<file path="src/rtl/pacman_pkg.sv">
// pacman_pkg: types and constants shared by the Pac-Man motion stage and the
// mouth-animation FSM.
//   dir_t          heading / wall-bit index: 00 up, 01 down, 10 left, 11 right
//   motion_state_t motion FSM state
//   KEY_W/S/A/D    USB HID keycodes for WASD
//   opposite()     reverse heading
package pacman_pkg;

  typedef enum logic [1:0] {
    DIR_UP    = 2'b00,
    DIR_DOWN  = 2'b01,
    DIR_LEFT  = 2'b10,
    DIR_RIGHT = 2'b11
  } dir_t;

  typedef enum logic [1:0] {
    ST_IDLE    = 2'b00,
    ST_MOVE    = 2'b01,
    ST_BLOCKED = 2'b10
  } motion_state_t;

  localparam logic [7:0] KEY_W = 8'h1A;
  localparam logic [7:0] KEY_S = 8'h16;
  localparam logic [7:0] KEY_A = 8'h04;
  localparam logic [7:0] KEY_D = 8'h07;

  // Encoding pairs opposites on bit 0 (up/down, left/right).
  function automatic dir_t opposite(input dir_t d);
    return dir_t'(d ^ 2'b01);
  endfunction

endpackage

</file>
<file path="src/rtl/pacman_motion_if.sv">
// pacman_motion_if: game-side bundle of the motion stage.
//   master (game/testbench): drives playon, keycode, wall; reads position.
//   slave  (pacman_motion):  reads inputs, drives tile_x/y, pac_x/y, dir,
//                            moving, step_pulse.
interface pacman_motion_if;
  import pacman_pkg::*;

  logic       playon;
  logic [7:0] keycode;
  logic [3:0] wall;
  logic [4:0] tile_x;
  logic [4:0] tile_y;
  logic [9:0] pac_x;
  logic [9:0] pac_y;
  dir_t       dir;
  logic       moving;
  logic       step_pulse;

  modport master (
    output playon, keycode, wall,
    input  tile_x, tile_y, pac_x, pac_y, dir, moving, step_pulse
  );

  modport slave (
    input  playon, keycode, wall,
    output tile_x, tile_y, pac_x, pac_y, dir, moving, step_pulse
  );

endinterface

</file>
<file path="src/rtl/pacman_key_decode.sv">
// pacman_key_decode: WASD keycode -> heading. Purely combinational.
//   keycode_i    USB keycode
//   key_valid_o  1 when keycode is one of W/A/S/D
//   key_dir_o    decoded heading (don't-care when not valid)
module pacman_key_decode
  import pacman_pkg::*;
(
  input  logic [7:0] keycode_i,
  output logic       key_valid_o,
  output dir_t       key_dir_o
);

  always_comb begin
    key_valid_o = 1'b1;
    key_dir_o   = DIR_LEFT;
    case (keycode_i)
      KEY_W:   key_dir_o = DIR_UP;
      KEY_S:   key_dir_o = DIR_DOWN;
      KEY_A:   key_dir_o = DIR_LEFT;
      KEY_D:   key_dir_o = DIR_RIGHT;
      default: key_valid_o = 1'b0;
    endcase
  end

endmodule

</file>
<file path="src/rtl/pacman_motion.sv">
// pacman_motion: tile-aligned Pac-Man motion, one update per video frame.
// Buffers the last WASD direction, applies it at tile centres (reversal at
// any step), stops on walls and steps 1 px every STEP_DIV frames.
//   frame_clk  frame-rate clock
//   Reset      async, active-high
//   mif        pacman_motion_if.slave (playon/keycode/wall in, position out)
// Build option: define TUNNEL_WRAP_EN to wrap x between X_ORIGIN and X_MAX
// on a horizontal step off the maze edge; otherwise that step blocks.
module pacman_motion
  import pacman_pkg::*;
#(
  parameter int unsigned TILE_LOG2 = 3,
  parameter logic [9:0]  X_ORIGIN  = 10'd0,
  parameter logic [9:0]  Y_ORIGIN  = 10'd0,
  parameter logic [9:0]  START_X   = 10'd112,
  parameter logic [9:0]  START_Y   = 10'd184,
  parameter logic [9:0]  X_MAX     = 10'd223,
  parameter int unsigned STEP_DIV  = 2
) (
  input logic             frame_clk,
  input logic             Reset,
  pacman_motion_if.slave  mif
);

  localparam int unsigned DIV_W     = (STEP_DIV > 1) ? $clog2(STEP_DIV) : 1;
  localparam logic [9:0]  TILE_MASK = 10'((1 << TILE_LOG2) - 1);
  localparam logic [9:0]  TILE_HALF = 10'(1 << (TILE_LOG2 - 1));

  motion_state_t    state_q, state_d;
  dir_t             dir_q, dir_d;
  dir_t             req_dir_q, req_dir_d;
  logic [DIV_W-1:0] div_cnt_q, div_cnt_d;
  logic [9:0]       pac_x_q, pac_x_d;
  logic [9:0]       pac_y_q, pac_y_d;
  logic             step_q, step_d;

  logic             key_valid;
  dir_t             key_dir;

  pacman_key_decode u_key (
    .keycode_i   (mif.keycode),
    .key_valid_o (key_valid),
    .key_dir_o   (key_dir)
  );

  logic [9:0] rel_x, rel_y;
  logic       centred, step_frame, turn, step_ok;
  dir_t       move_dir;
  logic [9:0] nx, ny;

  assign rel_x      = pac_x_q - X_ORIGIN;
  assign rel_y      = pac_y_q - Y_ORIGIN;
  assign centred    = ((rel_x & TILE_MASK) == TILE_HALF) &&
                      ((rel_y & TILE_MASK) == TILE_HALF);
  assign step_frame = (div_cnt_q == DIV_W'(STEP_DIV - 1));

  // Reversal never needs the centre or a wall check: the tile behind is open.
  assign turn     = (req_dir_q != dir_q) &&
                    ((centred && !mif.wall[req_dir_q]) ||
                     (req_dir_q == opposite(dir_q)));
  assign move_dir = turn ? req_dir_q : dir_q;

  // Candidate 1-px step in move_dir; step_ok drops when the step would leave
  // the maze horizontally and tunnel wrap is not built in.
  always_comb begin
    nx      = pac_x_q;
    ny      = pac_y_q;
    step_ok = 1'b1;
    case (move_dir)
      DIR_UP:   ny = pac_y_q - 10'd1;
      DIR_DOWN: ny = pac_y_q + 10'd1;
      DIR_LEFT: begin
        if (pac_x_q == X_ORIGIN) begin
`ifdef TUNNEL_WRAP_EN
          nx = X_MAX;
`else
          step_ok = 1'b0;
`endif
        end else begin
          nx = pac_x_q - 10'd1;
        end
      end
      default: begin
        if (pac_x_q == X_MAX) begin
`ifdef TUNNEL_WRAP_EN
          nx = X_ORIGIN;
`else
          step_ok = 1'b0;
`endif
        end else begin
          nx = pac_x_q + 10'd1;
        end
      end
    endcase
  end

  always_comb begin
    state_d   = state_q;
    dir_d     = dir_q;
    req_dir_d = key_valid ? key_dir : req_dir_q;
    div_cnt_d = div_cnt_q;
    pac_x_d   = pac_x_q;
    pac_y_d   = pac_y_q;
    step_d    = 1'b0;
    case (state_q)
      ST_IDLE: begin
        if (key_valid) begin
          dir_d     = key_dir;
          div_cnt_d = '0;
          state_d   = mif.wall[key_dir] ? ST_BLOCKED : ST_MOVE;
        end
      end
      ST_MOVE: begin
        if (step_frame) begin
          div_cnt_d = '0;
          if (!turn && centred && mif.wall[dir_q]) begin
            state_d = ST_BLOCKED;
          end else begin
            dir_d = move_dir;
            if (step_ok) begin
              pac_x_d = nx;
              pac_y_d = ny;
              step_d  = 1'b1;
            end else begin
              state_d = ST_BLOCKED;
            end
          end
        end else begin
          div_cnt_d = div_cnt_q + DIV_W'(1);
        end
      end
      ST_BLOCKED: begin
        div_cnt_d = '0;
        if (!mif.wall[req_dir_q]) begin
          dir_d   = req_dir_q;
          state_d = ST_MOVE;
        end
      end
      default: state_d = ST_IDLE;
    endcase
  end

  // playon low is a synchronous restart with the same values as Reset.
  always_ff @(posedge frame_clk or posedge Reset) begin
    if (Reset) begin
      state_q   <= ST_IDLE;
      dir_q     <= DIR_LEFT;
      req_dir_q <= DIR_LEFT;
      div_cnt_q <= '0;
      pac_x_q   <= START_X;
      pac_y_q   <= START_Y;
      step_q    <= 1'b0;
    end else if (!mif.playon) begin
      state_q   <= ST_IDLE;
      dir_q     <= DIR_LEFT;
      req_dir_q <= DIR_LEFT;
      div_cnt_q <= '0;
      pac_x_q   <= START_X;
      pac_y_q   <= START_Y;
      step_q    <= 1'b0;
    end else begin
      state_q   <= state_d;
      dir_q     <= dir_d;
      req_dir_q <= req_dir_d;
      div_cnt_q <= div_cnt_d;
      pac_x_q   <= pac_x_d;
      pac_y_q   <= pac_y_d;
      step_q    <= step_d;
    end
  end

  assign mif.tile_x     = 5'(rel_x >> TILE_LOG2);
  assign mif.tile_y     = 5'(rel_y >> TILE_LOG2);
  assign mif.pac_x      = pac_x_q;
  assign mif.pac_y      = pac_y_q;
  assign mif.dir        = dir_q;
  assign mif.moving     = (state_q == ST_MOVE);
  assign mif.step_pulse = step_q;

endmodule

</file>
<file path="src/flat_wrapper.sv">
// flat-port wrapper written by rule: the top's interface ports become plain ports
module pacman_motion_flat import pacman_pkg::*;
#(
  parameter int unsigned TILE_LOG2 = 3,
  parameter logic [9:0]  X_ORIGIN  = 10'd0,
  parameter logic [9:0]  Y_ORIGIN  = 10'd0,
  parameter logic [9:0]  START_X   = 10'd112,
  parameter logic [9:0]  START_Y   = 10'd184,
  parameter logic [9:0]  X_MAX     = 10'd223,
  parameter int unsigned STEP_DIV  = 2
)
  (frame_clk, Reset, mif_playon, mif_keycode, mif_wall, mif_tile_x, mif_tile_y, mif_pac_x, mif_pac_y, mif_dir, mif_moving, mif_step_pulse);
  pacman_motion_if mif_i ();
  input logic frame_clk;
  input logic Reset;
  input wire logic [$bits(mif_i.playon)-1:0] mif_playon;
  input wire logic [$bits(mif_i.keycode)-1:0] mif_keycode;
  input wire logic [$bits(mif_i.wall)-1:0] mif_wall;
  output wire logic [$bits(mif_i.tile_x)-1:0] mif_tile_x;
  output wire logic [$bits(mif_i.tile_y)-1:0] mif_tile_y;
  output wire logic [$bits(mif_i.pac_x)-1:0] mif_pac_x;
  output wire logic [$bits(mif_i.pac_y)-1:0] mif_pac_y;
  output wire logic [$bits(mif_i.dir)-1:0] mif_dir;
  output wire logic [$bits(mif_i.moving)-1:0] mif_moving;
  output wire logic [$bits(mif_i.step_pulse)-1:0] mif_step_pulse;
  assign mif_i.playon = mif_playon;
  assign mif_i.keycode = mif_keycode;
  assign mif_i.wall = mif_wall;
  assign mif_tile_x = mif_i.tile_x;
  assign mif_tile_y = mif_i.tile_y;
  assign mif_pac_x = mif_i.pac_x;
  assign mif_pac_y = mif_i.pac_y;
  assign mif_dir = mif_i.dir;
  assign mif_moving = mif_i.moving;
  assign mif_step_pulse = mif_i.step_pulse;
  pacman_motion #(.TILE_LOG2(TILE_LOG2), .X_ORIGIN(X_ORIGIN), .Y_ORIGIN(Y_ORIGIN), .START_X(START_X), .START_Y(START_Y), .X_MAX(X_MAX), .STEP_DIV(STEP_DIV)) u_core (.frame_clk(frame_clk), .Reset(Reset), .mif(mif_i));
endmodule
</file>
<file path="config.mk">
export PLATFORM = sky130hd
export DESIGN_NAME = pacman_motion_flat
export DESIGN_NICKNAME = d
export VERILOG_FILES = /design/src/rtl/pacman_pkg.sv /design/src/rtl/pacman_motion_if.sv /design/src/rtl/pacman_key_decode.sv /design/src/rtl/pacman_motion.sv /design/src/flat_wrapper.sv
export SDC_FILE = /design/constraint.sdc
export NUM_CORES = 1
export LEC_CHECK = 0
export ABC_AREA = 1
export CORE_ASPECT_RATIO = 0.75
export CORE_MARGIN = 4
export CORE_UTILIZATION = 59
export CTS_BUF_LIST = sky130_fd_sc_hd__clkbuf_8
export DETAILED_ROUTE_END_ITERATION = 6
export PLACE_DENSITY = 0.89
export SYNTH_ARGS = -nofsm -noshare
export SYNTH_HDL_FRONTEND = slang
export SYNTH_SLANG_ARGS = --single-unit
</file>
<file path="constraint.sdc">
create_clock -name frame_clk -period 6.5 [get_ports frame_clk]
set_input_delay 1.95 -clock frame_clk [delete_from_list [all_inputs] [get_ports frame_clk]]
set_output_delay 1.95 -clock frame_clk [all_outputs]
set_load 0.01 [all_outputs]
</file>
==> impl_metrics.ini <==
[synth]
syn_inst = 398
netlist_area_mm2 = 0.002582
synth_warnings = 0
synth_area_per_cell_um2 = 6.489
netlist_top_cells_area = dfrtp_1 (18%), nand2_1 (16%), dfstp_2 (9.2%)
syn_nets = 427
async_reset_ff_frac = 1.000
yosysTopAreaCellShare = 0.1841
synth.most_common_cell = nand2_1
synth_edf_count = 0
yosys_register_bits = 28
synth_cell_types = 39
ys.flop_type = dfrtp_1
synth-seq-area-share = 0.2757
synth_top_area_cell = dfrtp_1
yosys-top-cells-count = nand2_1 (111), inv_1 (60), nand3_1 (47)

[worst_setup_path]
end_kind = flop
max_stage_delay_ns = 0.45
regToRegStartpoint = u_core.mif.pac_x[0]
worstSetupPathType = input port to flop
cp-startpoint = mif_wall[3]
critPathBufInv = 1
r2r_end = u_core.mif.pac_y[8]
path_common_cell = nand2_1
cp_slowest_cell = ha_1
cp-start-kind = input port
crit_required_ns = 6.72
crit_family = simple AND/OR/NAND/NOR gates
critPathArrivalTime_ns = 4.83
r2r_slack_ns = 3.28
crit_path_max_fanout = 10
worstPathCellList = clkdlybuf4s50_1 > nand2_1 > nand3_1 > nand2_1 > nand2_2 > nand2_1 > nand2_1 > nand2_2 > nand2_1 > ha_1 > a21oi_1 > nor2_1 > a211oi_1 > nand2_1 > nand2_1 > nand2_1 > nand2_1 > nand3_1 > nand2_1
ff2ff_path_depth = 18

[die]
die_w_um = 84.40
core_mm2 = 0.004129
boundaryPins = 49
die-area_mm2 = 0.005511
die_y_um = 65.30
start_util = 0.6255
row_count = 20

[job]
max_cap_violations = 0

[routing]
drt_iter0_drc = 204
wirelength_mm = 6.604
drcViolationCount = 3
drtPass1Iterations = 7
wire_per_inst_um = 13.34
routed_via_density = 5.537
ant_nets = 0
vias = 2741

[timing]
final.setup.tns_ns = 0
rsz0062_at_grt = no
setup_violations = 0
period_minus_slack_ns = 4.609
skew_ns = 0.01073
final_max_slew_viol_count = 0
worst_slack_ns = 1.891
slew-limit-headroom = 0.6958
final-hold-violation-count = 0
max_freq_mhz = 217.0
worst_pin_slew_ns = 0.4528
finalCritPeriodShare = 0.7091

[run_status]
violations = design-rule violations
status = finished, violations left

[grt]
grt_pass1_vias = 2665
grt_usage = 0.2567
grt_first_pass_wirelength_mm = 11.80
overflow = 0
grt_antenna_before_repair = 0
grt_max_degree = 29

[layout]
seqCellArea_um2 = 711.9
multi_input_area_mm2 = 0.001551
fin_nets = 470
stdcell_area_mm2 = 0.003132
drive_above_1_share = 0.07500
num_antenna_cells = 0
fill_cells = 328
syn2layout_area_growth_pct = 21.27
fin_cells = 495

[power]
pwr_density_cell_mw_per_mm2 = 301.2
power_leakage_nw = 1.573
p_total_mw = 0.9433
ir_drop_uv = 240.8

[clock_network]
cts-resized-gates = 0
clk_pin_slew_ns = 0.09
clk_latency_ns = 0.28
clock_sinks = 28
tritoncts = done
htreeDepth = 1
postCtsSetupBuffers = 0
cts_buffer_depth = 2
ctsHoldBuffers = 0
cts_root_buf = clkbuf_8
cts_buffers = 3

[hold_path]
hold_path_end = u_core.mif.pac_y[3]
min_path_cells = 2
hp-class = flop to flop
hold_start = u_core.mif.pac_y[3]

[place]
dp_cells = 491
io_buffers = 48
dpl_worst_slack_ns = 1.685
place_congestion = 0.9515
place_hpwl_mm = 5.042
dpl_cell_area_mm2 = 0.003060
==> report_power, final <==
| group | switching [mW] | internal (mW) |
|---|---|---|
| Combinational | 0.345 | 0.213 |
| Clock | 0.0576 | 0.0825 |
| Sequential | 0.0413 | 0.203 |
==> stage by stage <==
step	hold WS (ns)	util
finish	0.5284	0.7585
global route	0.5551	0.7585
CTS	0.5297	0.7585
detailed placement	0.5129	0.7412
global placement	0.5059	0.7412
floorplan	0.4948	-
==> sequential cells by signal (all words and copies together) (netlist names) <==
name                   flops
u_core.mif.pac_y          10
u_core.mif.pac_x          10
u_core.req_dir_q           2
u_core.mif.step_pulse      1
u_core.div_cnt_q           1
u_core.mif.dir             2
u_core.state_q             2
==> per-layer routing <==
metal | part of all wire | vias up | global-route usage
met5 | 0 | - | 0
met4 | 0.0070 | 0 | 0.04743
met3 | 0.064 | 6 | 0.04010
met2 | 0.46 | 109 | 0.4488
met1 | 0.47 | 1243 | 0.3417
li1 | - | 1383 | -
==> final cells by class <==
| type | count | share of cell area |
|---|---|---|
| Clock inverter | 1 | 0.009589 |
| Timing Repair Buffer | 49 | 0.1558 |
| Clock buffer | 3 | 0.01318 |
| Inverter | 64 | 0.07671 |
| Tap cell | 55 | 0.02197 |
| Multi-Input combinational cell | 295 | 0.4954 |
| Sequential cell | 28 | 0.2273 |
==> cells by family after synthesis <==
logic type / synth area share
xor+xnor: 0.02713
simple gates: 0.3818
buf+inv: 0.1235
fa+ha+maj: 0.06783
compound gates: 0.1240
flops: 0.2757
==> worst max-delay path by stage <==
| stage | slack (ns) | endpoint | cells after the start |
|---|---|---|---|
| 6_report | 1.89 | u_core.mif.pac_y[8] | 19 |
| 5_1_grt | 1.63 | u_core.mif.pac_y[8] | 19 |
| 4_1_cts | 1.96 | u_core.mif.pac_y[8] | 19 |
| 3_5_place_dp | 1.68 | u_core.mif.pac_y[8] | 19 |
| 2_1_floorplan | 2.51 | u_core.mif.pac_y[8] | 17 |
| 3_3_place_gp | 1.85 | u_core.mif.pac_y[8] | 18 |
==> placed cells by master (no fill, tap or decap), types with 2 or more instances in the layout <==
| cell type | count |
|---|---|
| a21oi_1 | 15 |
| a31oi_1 | 2 |
| clkbuf_8 | 3 |
| clkdlybuf4s50_1 | 48 |
| dfrtp_1 | 19 |
| dfstp_2 | 9 |
| ha_1 | 14 |
| inv_1 | 60 |
| inv_2 | 4 |
| nand2_1 | 111 |
| nand2_2 | 6 |
| nand3_1 | 47 |
| nand4_1 | 10 |
| nor2_1 | 34 |
| nor2_2 | 2 |
| nor2_4 | 2 |
| nor3_1 | 4 |
| o211ai_1 | 3 |
| o21ai_0 | 14 |
| o21ai_1 | 3 |
| o22ai_1 | 3 |
| o41ai_1 | 2 |
| xnor2_1 | 7 |
==> tightest hold or removal path, stage by stage, from the launching register on <==
cell	delay, ns
dfstp_2	0.40
nor2_1	0.09
a21oi_1	0.04
Power figures use the tool's default switching activity.
